[src/rtl/mem_burst_arbiter_if.sv]
// ---------------------------------------------------------------------------
// mem_burst_arbiter_if
//   One burst-port bundle: request/length/address/write-data travelling from
//   the requester towards memory, and beat/finish strobes plus read data
//   travelling back.
//   The same bundle is used for each frame-processing channel and for the
//   memory-controller port.
//
//   modport master : the side that issues bursts (channel master, or the
//                    arbiter towards the controller)
//   modport slave  : the side that serves bursts (the arbiter towards a
//                    channel, or the memory controller)
//
//   Signals
//     rd_burst_req / wr_burst_req         request, held until finish
//     rd_burst_len / wr_burst_len         burst length in beats (10 bits)
//     rd_burst_addr / wr_burst_addr       burst start address
//     wr_burst_data                       write beat data
//     rd_burst_data                       read beat data
//     rd_burst_data_valid                 read beat valid
//     wr_burst_data_req                   write beat request
//     rd_burst_finish / wr_burst_finish   completion strobes
// ---------------------------------------------------------------------------
interface mem_burst_arbiter_if #(
  parameter int DATA_BITS = 64,
  parameter int ADDR_BITS = 32
) ();
  logic                 rd_burst_req;
  logic                 wr_burst_req;
  logic [9:0]           rd_burst_len;
  logic [9:0]           wr_burst_len;
  logic [ADDR_BITS-1:0] rd_burst_addr;
  logic [ADDR_BITS-1:0] wr_burst_addr;
  logic [DATA_BITS-1:0] wr_burst_data;
  logic [DATA_BITS-1:0] rd_burst_data;
  logic                 rd_burst_data_valid;
  logic                 wr_burst_data_req;
  logic                 rd_burst_finish;
  logic                 wr_burst_finish;

  modport master (
    output rd_burst_req, wr_burst_req,
    output rd_burst_len, wr_burst_len,
    output rd_burst_addr, wr_burst_addr,
    output wr_burst_data,
    input  rd_burst_data,
    input  rd_burst_data_valid, wr_burst_data_req,
    input  rd_burst_finish, wr_burst_finish
  );

  modport slave (
    input  rd_burst_req, wr_burst_req,
    input  rd_burst_len, wr_burst_len,
    input  rd_burst_addr, wr_burst_addr,
    input  wr_burst_data,
    output rd_burst_data,
    output rd_burst_data_valid, wr_burst_data_req,
    output rd_burst_finish, wr_burst_finish
  );
endinterface

[src/rtl/mem_burst_arbiter.sv]
// ---------------------------------------------------------------------------
// mem_burst_arbiter
//   Shares one memory-controller burst port between two channels
//   (ch0 = video write-in, ch1 = rotate/shift/scale engine). One burst is in
//   flight at a time; when both channels wait, ownership alternates.
//   Controller strobes are steered to the owning channel only. A watchdog
//   abandons a burst that has not finished within TIMEOUT cycles and raises
//   a sticky error.
//
//   Ports
//     mem_clk   clock, everything on its rising edge
//     rst       synchronous active-high reset
//     ch0, ch1  channel burst ports (arbiter serves them: slave modport)
//     mem       controller burst port (arbiter drives it: master modport)
//     grant_ch  channel that owns, or last owned, the controller port
//     error     sticky watchdog flag, cleared only by rst
// ---------------------------------------------------------------------------
module mem_burst_arbiter #(
  parameter int MEM_DATA_BITS = 64,
  parameter int ADDR_BITS     = 32,
  parameter int TIMEOUT       = 4096
) (
  input  logic                 mem_clk,
  input  logic                 rst,
  mem_burst_arbiter_if.slave   ch0,
  mem_burst_arbiter_if.slave   ch1,
  mem_burst_arbiter_if.master  mem,
  output logic                 grant_ch,
  output logic                 error
);

  localparam int WD_BITS = $clog2(TIMEOUT + 1);

  typedef enum logic [1:0] {IDLE, RD_BUSY, WR_BUSY, TURN} state_t;

  state_t               state_reg, state_next;
  logic                 grant_reg, grant_next;
  logic                 error_reg, error_next;
  logic [WD_BITS-1:0]   wd_reg, wd_next;
  logic                 rd_req_reg, rd_req_next;
  logic                 wr_req_reg, wr_req_next;
  logic [9:0]           rd_len_reg, rd_len_next;
  logic [9:0]           wr_len_reg, wr_len_next;
  logic [ADDR_BITS-1:0] rd_addr_reg, rd_addr_next;
  logic [ADDR_BITS-1:0] wr_addr_reg, wr_addr_next;

  // -------------------------------------------------------------------------
  // Arbitration: when both channels wait, the one that did not own the port
  // last wins; a read beats a write inside the winning channel.
  // -------------------------------------------------------------------------
  logic                 pend0, pend1, any_pend;
  logic                 win_ch, win_rd;
  logic [9:0]           win_rd_len, win_wr_len;
  logic [ADDR_BITS-1:0] win_rd_addr, win_wr_addr;
  logic                 wd_expired;

  assign pend0       = ch0.rd_burst_req | ch0.wr_burst_req;
  assign pend1       = ch1.rd_burst_req | ch1.wr_burst_req;
  assign any_pend    = pend0 | pend1;
  assign win_ch      = (pend0 & pend1) ? ~grant_reg : pend1;
  assign win_rd      = win_ch ? ch1.rd_burst_req  : ch0.rd_burst_req;
  assign win_rd_len  = win_ch ? ch1.rd_burst_len  : ch0.rd_burst_len;
  assign win_wr_len  = win_ch ? ch1.wr_burst_len  : ch0.wr_burst_len;
  assign win_rd_addr = win_ch ? ch1.rd_burst_addr : ch0.rd_burst_addr;
  assign win_wr_addr = win_ch ? ch1.wr_burst_addr : ch0.wr_burst_addr;

  // wd_reg is 0 in the first busy cycle, so hitting TIMEOUT-1 here means the
  // request has been outstanding for TIMEOUT cycles at the next edge.
  assign wd_expired  = (wd_reg == WD_BITS'(TIMEOUT - 1));

  // -------------------------------------------------------------------------
  // State register
  // -------------------------------------------------------------------------
  always_ff @(posedge mem_clk) begin
    if (rst) begin
      state_reg   <= IDLE;
      grant_reg   <= 1'b1;  // makes ch0 the first winner after reset
      error_reg   <= 1'b0;
      wd_reg      <= '0;
      rd_req_reg  <= 1'b0;
      wr_req_reg  <= 1'b0;
      rd_len_reg  <= '0;
      wr_len_reg  <= '0;
      rd_addr_reg <= '0;
      wr_addr_reg <= '0;
    end else begin
      state_reg   <= state_next;
      grant_reg   <= grant_next;
      error_reg   <= error_next;
      wd_reg      <= wd_next;
      rd_req_reg  <= rd_req_next;
      wr_req_reg  <= wr_req_next;
      rd_len_reg  <= rd_len_next;
      wr_len_reg  <= wr_len_next;
      rd_addr_reg <= rd_addr_next;
      wr_addr_reg <= wr_addr_next;
    end
  end

  // -------------------------------------------------------------------------
  // Next-state logic
  // -------------------------------------------------------------------------
  always_comb begin
    state_next   = state_reg;
    grant_next   = grant_reg;
    error_next   = error_reg;
    wd_next      = wd_reg;
    rd_req_next  = rd_req_reg;
    wr_req_next  = wr_req_reg;
    rd_len_next  = rd_len_reg;
    wr_len_next  = wr_len_reg;
    rd_addr_next = rd_addr_reg;
    wr_addr_next = wr_addr_reg;

    case (state_reg)
      IDLE: begin
        wd_next = '0;
        if (any_pend) begin
          grant_next = win_ch;
          if (win_rd) begin
            rd_req_next  = 1'b1;
            rd_len_next  = win_rd_len;
            rd_addr_next = win_rd_addr;
            state_next   = RD_BUSY;
          end else begin
            wr_req_next  = 1'b1;
            wr_len_next  = win_wr_len;
            wr_addr_next = win_wr_addr;
            state_next   = WR_BUSY;
          end
        end
      end

      RD_BUSY: begin
        // A write finish here belongs to nobody and is ignored.
        if (mem.rd_burst_finish) begin
          rd_req_next = 1'b0;
          state_next  = TURN;
        end else if (wd_expired) begin
          rd_req_next = 1'b0;
          error_next  = 1'b1;
          state_next  = TURN;
        end else begin
          wd_next = wd_reg + WD_BITS'(1);
        end
      end

      WR_BUSY: begin
        if (mem.wr_burst_finish) begin
          wr_req_next = 1'b0;
          state_next  = TURN;
        end else if (wd_expired) begin
          wr_req_next = 1'b0;
          error_next  = 1'b1;
          state_next  = TURN;
        end else begin
          wd_next = wd_reg + WD_BITS'(1);
        end
      end

      TURN: begin
        // Dead cycle so the finished master can drop its request before
        // arbitration looks again.
        wd_next    = '0;
        state_next = IDLE;
      end

      default: begin
        state_next = IDLE;
      end
    endcase
  end

  // -------------------------------------------------------------------------
  // Controller-side outputs
  // -------------------------------------------------------------------------
  assign mem.rd_burst_req  = rd_req_reg;
  assign mem.wr_burst_req  = wr_req_reg;
  assign mem.rd_burst_len  = rd_len_reg;
  assign mem.wr_burst_len  = wr_len_reg;
  assign mem.rd_burst_addr = rd_addr_reg;
  assign mem.wr_burst_addr = wr_addr_reg;
  assign mem.wr_burst_data = grant_reg ? ch1.wr_burst_data : ch0.wr_burst_data;

  // -------------------------------------------------------------------------
  // Channel-side routing. Strobes pass only while a burst of the matching
  // type is open, so stray strobes outside a burst (e.g. after a reset
  // mid-burst, or after a watchdog abort) never reach a channel.
  // -------------------------------------------------------------------------
  logic rd_open, wr_open;

  assign rd_open = (state_reg == RD_BUSY);
  assign wr_open = (state_reg == WR_BUSY);

  assign ch0.rd_burst_data_valid = rd_open & ~grant_reg & mem.rd_burst_data_valid;
  assign ch0.rd_burst_finish     = rd_open & ~grant_reg & mem.rd_burst_finish;
  assign ch0.wr_burst_data_req   = wr_open & ~grant_reg & mem.wr_burst_data_req;
  assign ch0.wr_burst_finish     = wr_open & ~grant_reg & mem.wr_burst_finish;

  assign ch1.rd_burst_data_valid = rd_open &  grant_reg & mem.rd_burst_data_valid;
  assign ch1.rd_burst_finish     = rd_open &  grant_reg & mem.rd_burst_finish;
  assign ch1.wr_burst_data_req   = wr_open &  grant_reg & mem.wr_burst_data_req;
  assign ch1.wr_burst_finish     = wr_open &  grant_reg & mem.wr_burst_finish;

  // Read data is broadcast; the valid strobe tells each channel if it is his.
  assign ch0.rd_burst_data = mem.rd_burst_data;
  assign ch1.rd_burst_data = mem.rd_burst_data;

  assign grant_ch = grant_reg;
  assign error    = error_reg;

endmodule
[src/flat_wrapper.sv]
// flat-port wrapper written by rule: the top's interface ports become plain ports
module mem_burst_arbiter_flat 
#(
  parameter int MEM_DATA_BITS = 64,
  parameter int ADDR_BITS     = 32,
  parameter int TIMEOUT       = 4096
)
  (mem_clk, rst, grant_ch, error, ch0_rd_burst_req, ch0_wr_burst_req, ch0_rd_burst_len, ch0_wr_burst_len, ch0_rd_burst_addr, ch0_wr_burst_addr, ch0_wr_burst_data, ch0_rd_burst_data, ch0_rd_burst_data_valid, ch0_wr_burst_data_req, ch0_rd_burst_finish, ch0_wr_burst_finish, ch1_rd_burst_req, ch1_wr_burst_req, ch1_rd_burst_len, ch1_wr_burst_len, ch1_rd_burst_addr, ch1_wr_burst_addr, ch1_wr_burst_data, ch1_rd_burst_data, ch1_rd_burst_data_valid, ch1_wr_burst_data_req, ch1_rd_burst_finish, ch1_wr_burst_finish, mem_rd_burst_req, mem_wr_burst_req, mem_rd_burst_len, mem_wr_burst_len, mem_rd_burst_addr, mem_wr_burst_addr, mem_wr_burst_data, mem_rd_burst_data, mem_rd_burst_data_valid, mem_wr_burst_data_req, mem_rd_burst_finish, mem_wr_burst_finish);
  mem_burst_arbiter_if #(.ADDR_BITS(ADDR_BITS)) ch0_i ();
  mem_burst_arbiter_if #(.ADDR_BITS(ADDR_BITS)) ch1_i ();
  mem_burst_arbiter_if #(.ADDR_BITS(ADDR_BITS)) mem_i ();
  input  logic mem_clk;
  input  logic rst;
  output logic grant_ch;
  output logic error;
  input wire logic [$bits(ch0_i.rd_burst_req)-1:0] ch0_rd_burst_req;
  input wire logic [$bits(ch0_i.wr_burst_req)-1:0] ch0_wr_burst_req;
  input wire logic [$bits(ch0_i.rd_burst_len)-1:0] ch0_rd_burst_len;
  input wire logic [$bits(ch0_i.wr_burst_len)-1:0] ch0_wr_burst_len;
  input wire logic [$bits(ch0_i.rd_burst_addr)-1:0] ch0_rd_burst_addr;
  input wire logic [$bits(ch0_i.wr_burst_addr)-1:0] ch0_wr_burst_addr;
  input wire logic [$bits(ch0_i.wr_burst_data)-1:0] ch0_wr_burst_data;
  output wire logic [$bits(ch0_i.rd_burst_data)-1:0] ch0_rd_burst_data;
  output wire logic [$bits(ch0_i.rd_burst_data_valid)-1:0] ch0_rd_burst_data_valid;
  output wire logic [$bits(ch0_i.wr_burst_data_req)-1:0] ch0_wr_burst_data_req;
  output wire logic [$bits(ch0_i.rd_burst_finish)-1:0] ch0_rd_burst_finish;
  output wire logic [$bits(ch0_i.wr_burst_finish)-1:0] ch0_wr_burst_finish;
  input wire logic [$bits(ch1_i.rd_burst_req)-1:0] ch1_rd_burst_req;
  input wire logic [$bits(ch1_i.wr_burst_req)-1:0] ch1_wr_burst_req;
  input wire logic [$bits(ch1_i.rd_burst_len)-1:0] ch1_rd_burst_len;
  input wire logic [$bits(ch1_i.wr_burst_len)-1:0] ch1_wr_burst_len;
  input wire logic [$bits(ch1_i.rd_burst_addr)-1:0] ch1_rd_burst_addr;
  input wire logic [$bits(ch1_i.wr_burst_addr)-1:0] ch1_wr_burst_addr;
  input wire logic [$bits(ch1_i.wr_burst_data)-1:0] ch1_wr_burst_data;
  output wire logic [$bits(ch1_i.rd_burst_data)-1:0] ch1_rd_burst_data;
  output wire logic [$bits(ch1_i.rd_burst_data_valid)-1:0] ch1_rd_burst_data_valid;
  output wire logic [$bits(ch1_i.wr_burst_data_req)-1:0] ch1_wr_burst_data_req;
  output wire logic [$bits(ch1_i.rd_burst_finish)-1:0] ch1_rd_burst_finish;
  output wire logic [$bits(ch1_i.wr_burst_finish)-1:0] ch1_wr_burst_finish;
  output wire logic [$bits(mem_i.rd_burst_req)-1:0] mem_rd_burst_req;
  output wire logic [$bits(mem_i.wr_burst_req)-1:0] mem_wr_burst_req;
  output wire logic [$bits(mem_i.rd_burst_len)-1:0] mem_rd_burst_len;
  output wire logic [$bits(mem_i.wr_burst_len)-1:0] mem_wr_burst_len;
  output wire logic [$bits(mem_i.rd_burst_addr)-1:0] mem_rd_burst_addr;
  output wire logic [$bits(mem_i.wr_burst_addr)-1:0] mem_wr_burst_addr;
  output wire logic [$bits(mem_i.wr_burst_data)-1:0] mem_wr_burst_data;
  input wire logic [$bits(mem_i.rd_burst_data)-1:0] mem_rd_burst_data;
  input wire logic [$bits(mem_i.rd_burst_data_valid)-1:0] mem_rd_burst_data_valid;
  input wire logic [$bits(mem_i.wr_burst_data_req)-1:0] mem_wr_burst_data_req;
  input wire logic [$bits(mem_i.rd_burst_finish)-1:0] mem_rd_burst_finish;
  input wire logic [$bits(mem_i.wr_burst_finish)-1:0] mem_wr_burst_finish;
  assign ch0_i.rd_burst_req = ch0_rd_burst_req;
  assign ch0_i.wr_burst_req = ch0_wr_burst_req;
  assign ch0_i.rd_burst_len = ch0_rd_burst_len;
  assign ch0_i.wr_burst_len = ch0_wr_burst_len;
  assign ch0_i.rd_burst_addr = ch0_rd_burst_addr;
  assign ch0_i.wr_burst_addr = ch0_wr_burst_addr;
  assign ch0_i.wr_burst_data = ch0_wr_burst_data;
  assign ch0_rd_burst_data = ch0_i.rd_burst_data;
  assign ch0_rd_burst_data_valid = ch0_i.rd_burst_data_valid;
  assign ch0_wr_burst_data_req = ch0_i.wr_burst_data_req;
  assign ch0_rd_burst_finish = ch0_i.rd_burst_finish;
  assign ch0_wr_burst_finish = ch0_i.wr_burst_finish;
  assign ch1_i.rd_burst_req = ch1_rd_burst_req;
  assign ch1_i.wr_burst_req = ch1_wr_burst_req;
  assign ch1_i.rd_burst_len = ch1_rd_burst_len;
  assign ch1_i.wr_burst_len = ch1_wr_burst_len;
  assign ch1_i.rd_burst_addr = ch1_rd_burst_addr;
  assign ch1_i.wr_burst_addr = ch1_wr_burst_addr;
  assign ch1_i.wr_burst_data = ch1_wr_burst_data;
  assign ch1_rd_burst_data = ch1_i.rd_burst_data;
  assign ch1_rd_burst_data_valid = ch1_i.rd_burst_data_valid;
  assign ch1_wr_burst_data_req = ch1_i.wr_burst_data_req;
  assign ch1_rd_burst_finish = ch1_i.rd_burst_finish;
  assign ch1_wr_burst_finish = ch1_i.wr_burst_finish;
  assign mem_rd_burst_req = mem_i.rd_burst_req;
  assign mem_wr_burst_req = mem_i.wr_burst_req;
  assign mem_rd_burst_len = mem_i.rd_burst_len;
  assign mem_wr_burst_len = mem_i.wr_burst_len;
  assign mem_rd_burst_addr = mem_i.rd_burst_addr;
  assign mem_wr_burst_addr = mem_i.wr_burst_addr;
  assign mem_wr_burst_data = mem_i.wr_burst_data;
  assign mem_i.rd_burst_data = mem_rd_burst_data;
  assign mem_i.rd_burst_data_valid = mem_rd_burst_data_valid;
  assign mem_i.wr_burst_data_req = mem_wr_burst_data_req;
  assign mem_i.rd_burst_finish = mem_rd_burst_finish;
  assign mem_i.wr_burst_finish = mem_wr_burst_finish;
  mem_burst_arbiter #(.MEM_DATA_BITS(MEM_DATA_BITS), .ADDR_BITS(ADDR_BITS), .TIMEOUT(TIMEOUT)) u_core (.mem_clk(mem_clk), .rst(rst), .ch0(ch0_i), .ch1(ch1_i), .mem(mem_i), .grant_ch(grant_ch), .error(error));
endmodule
[config.mk]
export PLATFORM = sky130hd
export DESIGN_NAME = mem_burst_arbiter_flat
export DESIGN_NICKNAME = d
export VERILOG_FILES = /design/src/rtl/mem_burst_arbiter_if.sv /design/src/rtl/mem_burst_arbiter.sv /design/src/flat_wrapper.sv
export SDC_FILE = /design/constraint.sdc
export NUM_CORES = 1
export LEC_CHECK = 0
export ABC_AREA = 1
export CORE_AREA = 2 2 258 260
export CTS_CLUSTER_DIAMETER = 200
export DETAILED_ROUTE_END_ITERATION = 10
export DIE_AREA = 0 0 260 262
export PLACE_DENSITY = 0.43
export SYNTH_ARGS = -nofsm -noshare
export SYNTH_HDL_FRONTEND = slang
export SYNTH_SLANG_ARGS = --single-unit
[constraint.sdc]
create_clock -name mem_clk -period 1.5 [get_ports mem_clk]
set_input_delay 0.225 -clock mem_clk [delete_from_list [all_inputs] [get_ports mem_clk]]
set_output_delay 0.225 -clock mem_clk [all_outputs]
set_load 0.02 [all_outputs]
==> flow_summary.ini <==
[run_status]
violations = setup timing
status = finished with violations

[worst_hold_path]
min_from = mem_rd_burst_data[58]
min_to = ch0_rd_burst_data[58]
holdPathStages = 0
hp-class = input port to output pin

[drt]
wl_per_cell_um = 19.8
drc = 0
drtIter0Drc = 317
drt_pre_antenna_iters = 5
avgViaCountPerCell = 3.62
route.vias.total = 8875
ant_nets = 0
wirelength_um = 48600

[logic_synthesis]
synth_cell_types = 32
synth_top_area_share_pct = 29.4
syn_avg_cell_area_um2 = 5.99
synth_area_leaders = dfxtp_1, nand2_1, buf_4, nor2_1, o21ai_0
yosysSeqAreaShare_pct = 29.4
synthCells = 1172
synth_area_leader_cell = dfxtp_1
yosysWarnings = 0
postSynthNetCount = 1548
ys_seq_elements = 103
syn_area_um2 = 7020

[critical_path]
path_class = register to output pin
cp-startpoint = u_core.grant_ch$_SDFFE_PP1P_
required_ps = 1270
r2r_setup_slack_ps = -240
path_max_fanout = 6
startpoint_type = register
crit_path_end_kind = output pin
arrival_ps = 1540
r2r-end = u_core.mem.wr_burst_addr[18]$_SDFFE_PP0P_
r2r_cells = 11
r2r-start = u_core.grant_ch$_SDFFE_PP1P_

[sta]
maxSlewViolCount = 0
fin_crit_ps = 1760
relSlewSlack_pct = 74.4
setup_ws_ps = -260
final_hold_viol_count = 0
setup_violations = 239
tightest_slew_ps = 384
rsz0062_at_grt = yes
clock.fmax_mhz = 568
setup_tns_ps = -32070
period_share_pct = 117
skew_ps = 7.66

[floorplan]
dieArea_um2 = 68100
io_pins = 658
start_util_pct = 10.8
fp-row-count = 94
die_h_um = 262
core-area_um2 = 65300
die_w_um = 260

[global_route]
grt_pass1_wl_um = 62800
grt_usage_pct = 13.0
grt_pass1_vias = 8786
grt-ovfl-total = 0
grt_max_degree = 72
antenna_found_initial = 5

[cts]
hold_buffers = 0
ctsRootBufferMaster = clkbuf_16
clock_sinks = 103
clk_latency_ps = 390
cts_tree = built
htree_levels = 3
clk_path_buf_depth = 2
clk_pin_slew_ps = 70
numCtsBuffers = 9

[power_and_ir_drop]
ir_worst_vdd_v = 0.000515
leakagePower_uw = 0.00647
power.density_nw_per_um2 = 1300

[final_layout]
areaGrowthSynthToFinish_pct = 108
fin_cells = 2452
drive_gt1_share_pct = 25.6
antenna_cells = 0
nets = 1959

[place]
pre_cts_ws_ps = -586
dp.cells = 2383
place.gp.congestion = 0.827
portBuffers = 465
dp_hpwl_um = 36500

[run]
maxCapViolCount = 0
## logic make-up (layout without fill, tap and decap cells)
logic type | after synthesis | count (layout) | share of synthesized area (%)
xor+xnor | 2 | 2 | 0.249
simple gates | 685 | 686 | 38.4
fa+ha+maj | 6 | 6 | 1.07
buf+inv | 223 | 638 | 19.6
flops | 103 | 103 | 29.4
compound gates | 153 | 153 | 11.2
## critical path, cell delays in order, from the launching register on
cell,delay [ps]
dfxtp_4,450
inv_8,80
buf_12,150
buf_8,130
nor3_4,150
buf_12,150
## cell usage in the layout, fill, tap and decap left out, drive strengths merged
cell           netlist  routed
o211ai               1       1
dfxtp              103     103
bufbuf               0       3
nand4                5       5
o2111ai              1       1
clkinv               0       3
nand3                8       8
o21ai               90      90
clkbuf              29      17
nor4                 1       1
o21bai               3       3
bufinv               0       1
inv                 30      30
xor2                 2       2
nand2              504     505
ha                   6       6
clkinvlp             0       1
a22oi                1       1
buf                164     191
dlymetal6s2s         0      12
nor3                 5       5
a21oi               57      57
dlygate4sd2          0       7
clkdlybuf4s50        0     373
nor2               162     162
## what timing repair did
action,CTS,global route
gates resized for setup,446,107
pin swaps,39,24
endpoints found under the setup margin,261,255
gates cloned,12,9
setup buffers,21,14
## cell type report
type                       instances  area [µm²]
clock inverter                     5        57.6
tap                              864        1080
fill                            7176       50700
inverter                          30         156
timing repair buffer             592        6630
multi-input combinational        847        4390
sequential                       103        2070
clock buffer                      11         233
## worst max-delay path by stage
stage,end
after global routing,u_core.mem.wr_burst_addr[0]$_SDFFE_PP0P_
after CTS,mem_wr_burst_data[55]
after floorplan,ch1_rd_burst_data_valid
final,ch1_wr_burst_data_req
after global placement,u_core.mem.rd_burst_len[4]$_SDFFE_PP0P_
after detailed placement,u_core.mem.wr_burst_addr[13]$_SDFFE_PP0P_
## synthesized netlist by cell type
library cell	count
o211ai_1	1
buf_4	133
nand4_1	4
a21oi_2	1
a21oi_1	56
dfxtp_1	103
o21bai_1	3
nand2_1	492
nor2_2	1
o21ai_0	74
nand2_2	8
ha_1	6
buf_6	1
nor2_4	2
nand2_4	4
nand3_4	1
o21ai_1	15
buf_1	1
nor3_1	4
o21ai_2	1
buf_2	29
nand4_2	1
clkbuf_1	29
a22oi_1	1
nand3_1	7
nor3_4	1
inv_2	4
xor2_1	2
nor2_1	159
inv_1	26
nor4_1	1
o2111ai_1	1
## where the power goes
group	switching (µW)	leakage [µW]	internal, µW	total [µW]
combinational	6740	0.00548	5970	12700
clock	1190	0.000140	1300	2490
sequential	408	0.000851	3400	3810
total	8340	0.00647	10700	19000
## per-layer routing
| metal | part of all wire, % | GRT usage, % | routed length (µm) |
|---|---|---|---|
| met2 | 50 | 22.9 | 24300 |
| met3 | 8.9 | 4.81 | 4310 |
| met4 | 2.5 | 4.45 | 1240 |
| met1 | 39 | 14.4 | 18700 |
| met5 | 0.056 | 0 | 27 |
## metrics by stage
| stage | utilization (%) | area [µm²] | power (µW) | hold slack (ps) |
|---|---|---|---|---|
| finish | 22.4 | 14600 | 19000 | 450 |
| global placement | 18.8 | 12300 | 13600 | 448 |
| floorplan | - | 7030 | 8520 | 448 |
| global route | 22.4 | 14600 | 20200 | 450 |
| CTS | 21.5 | 14100 | 18500 | 450 |
| detailed placement | 18.8 | 12300 | 13600 | 450 |
No activity file was read; power rests on OpenSTA's default activity.
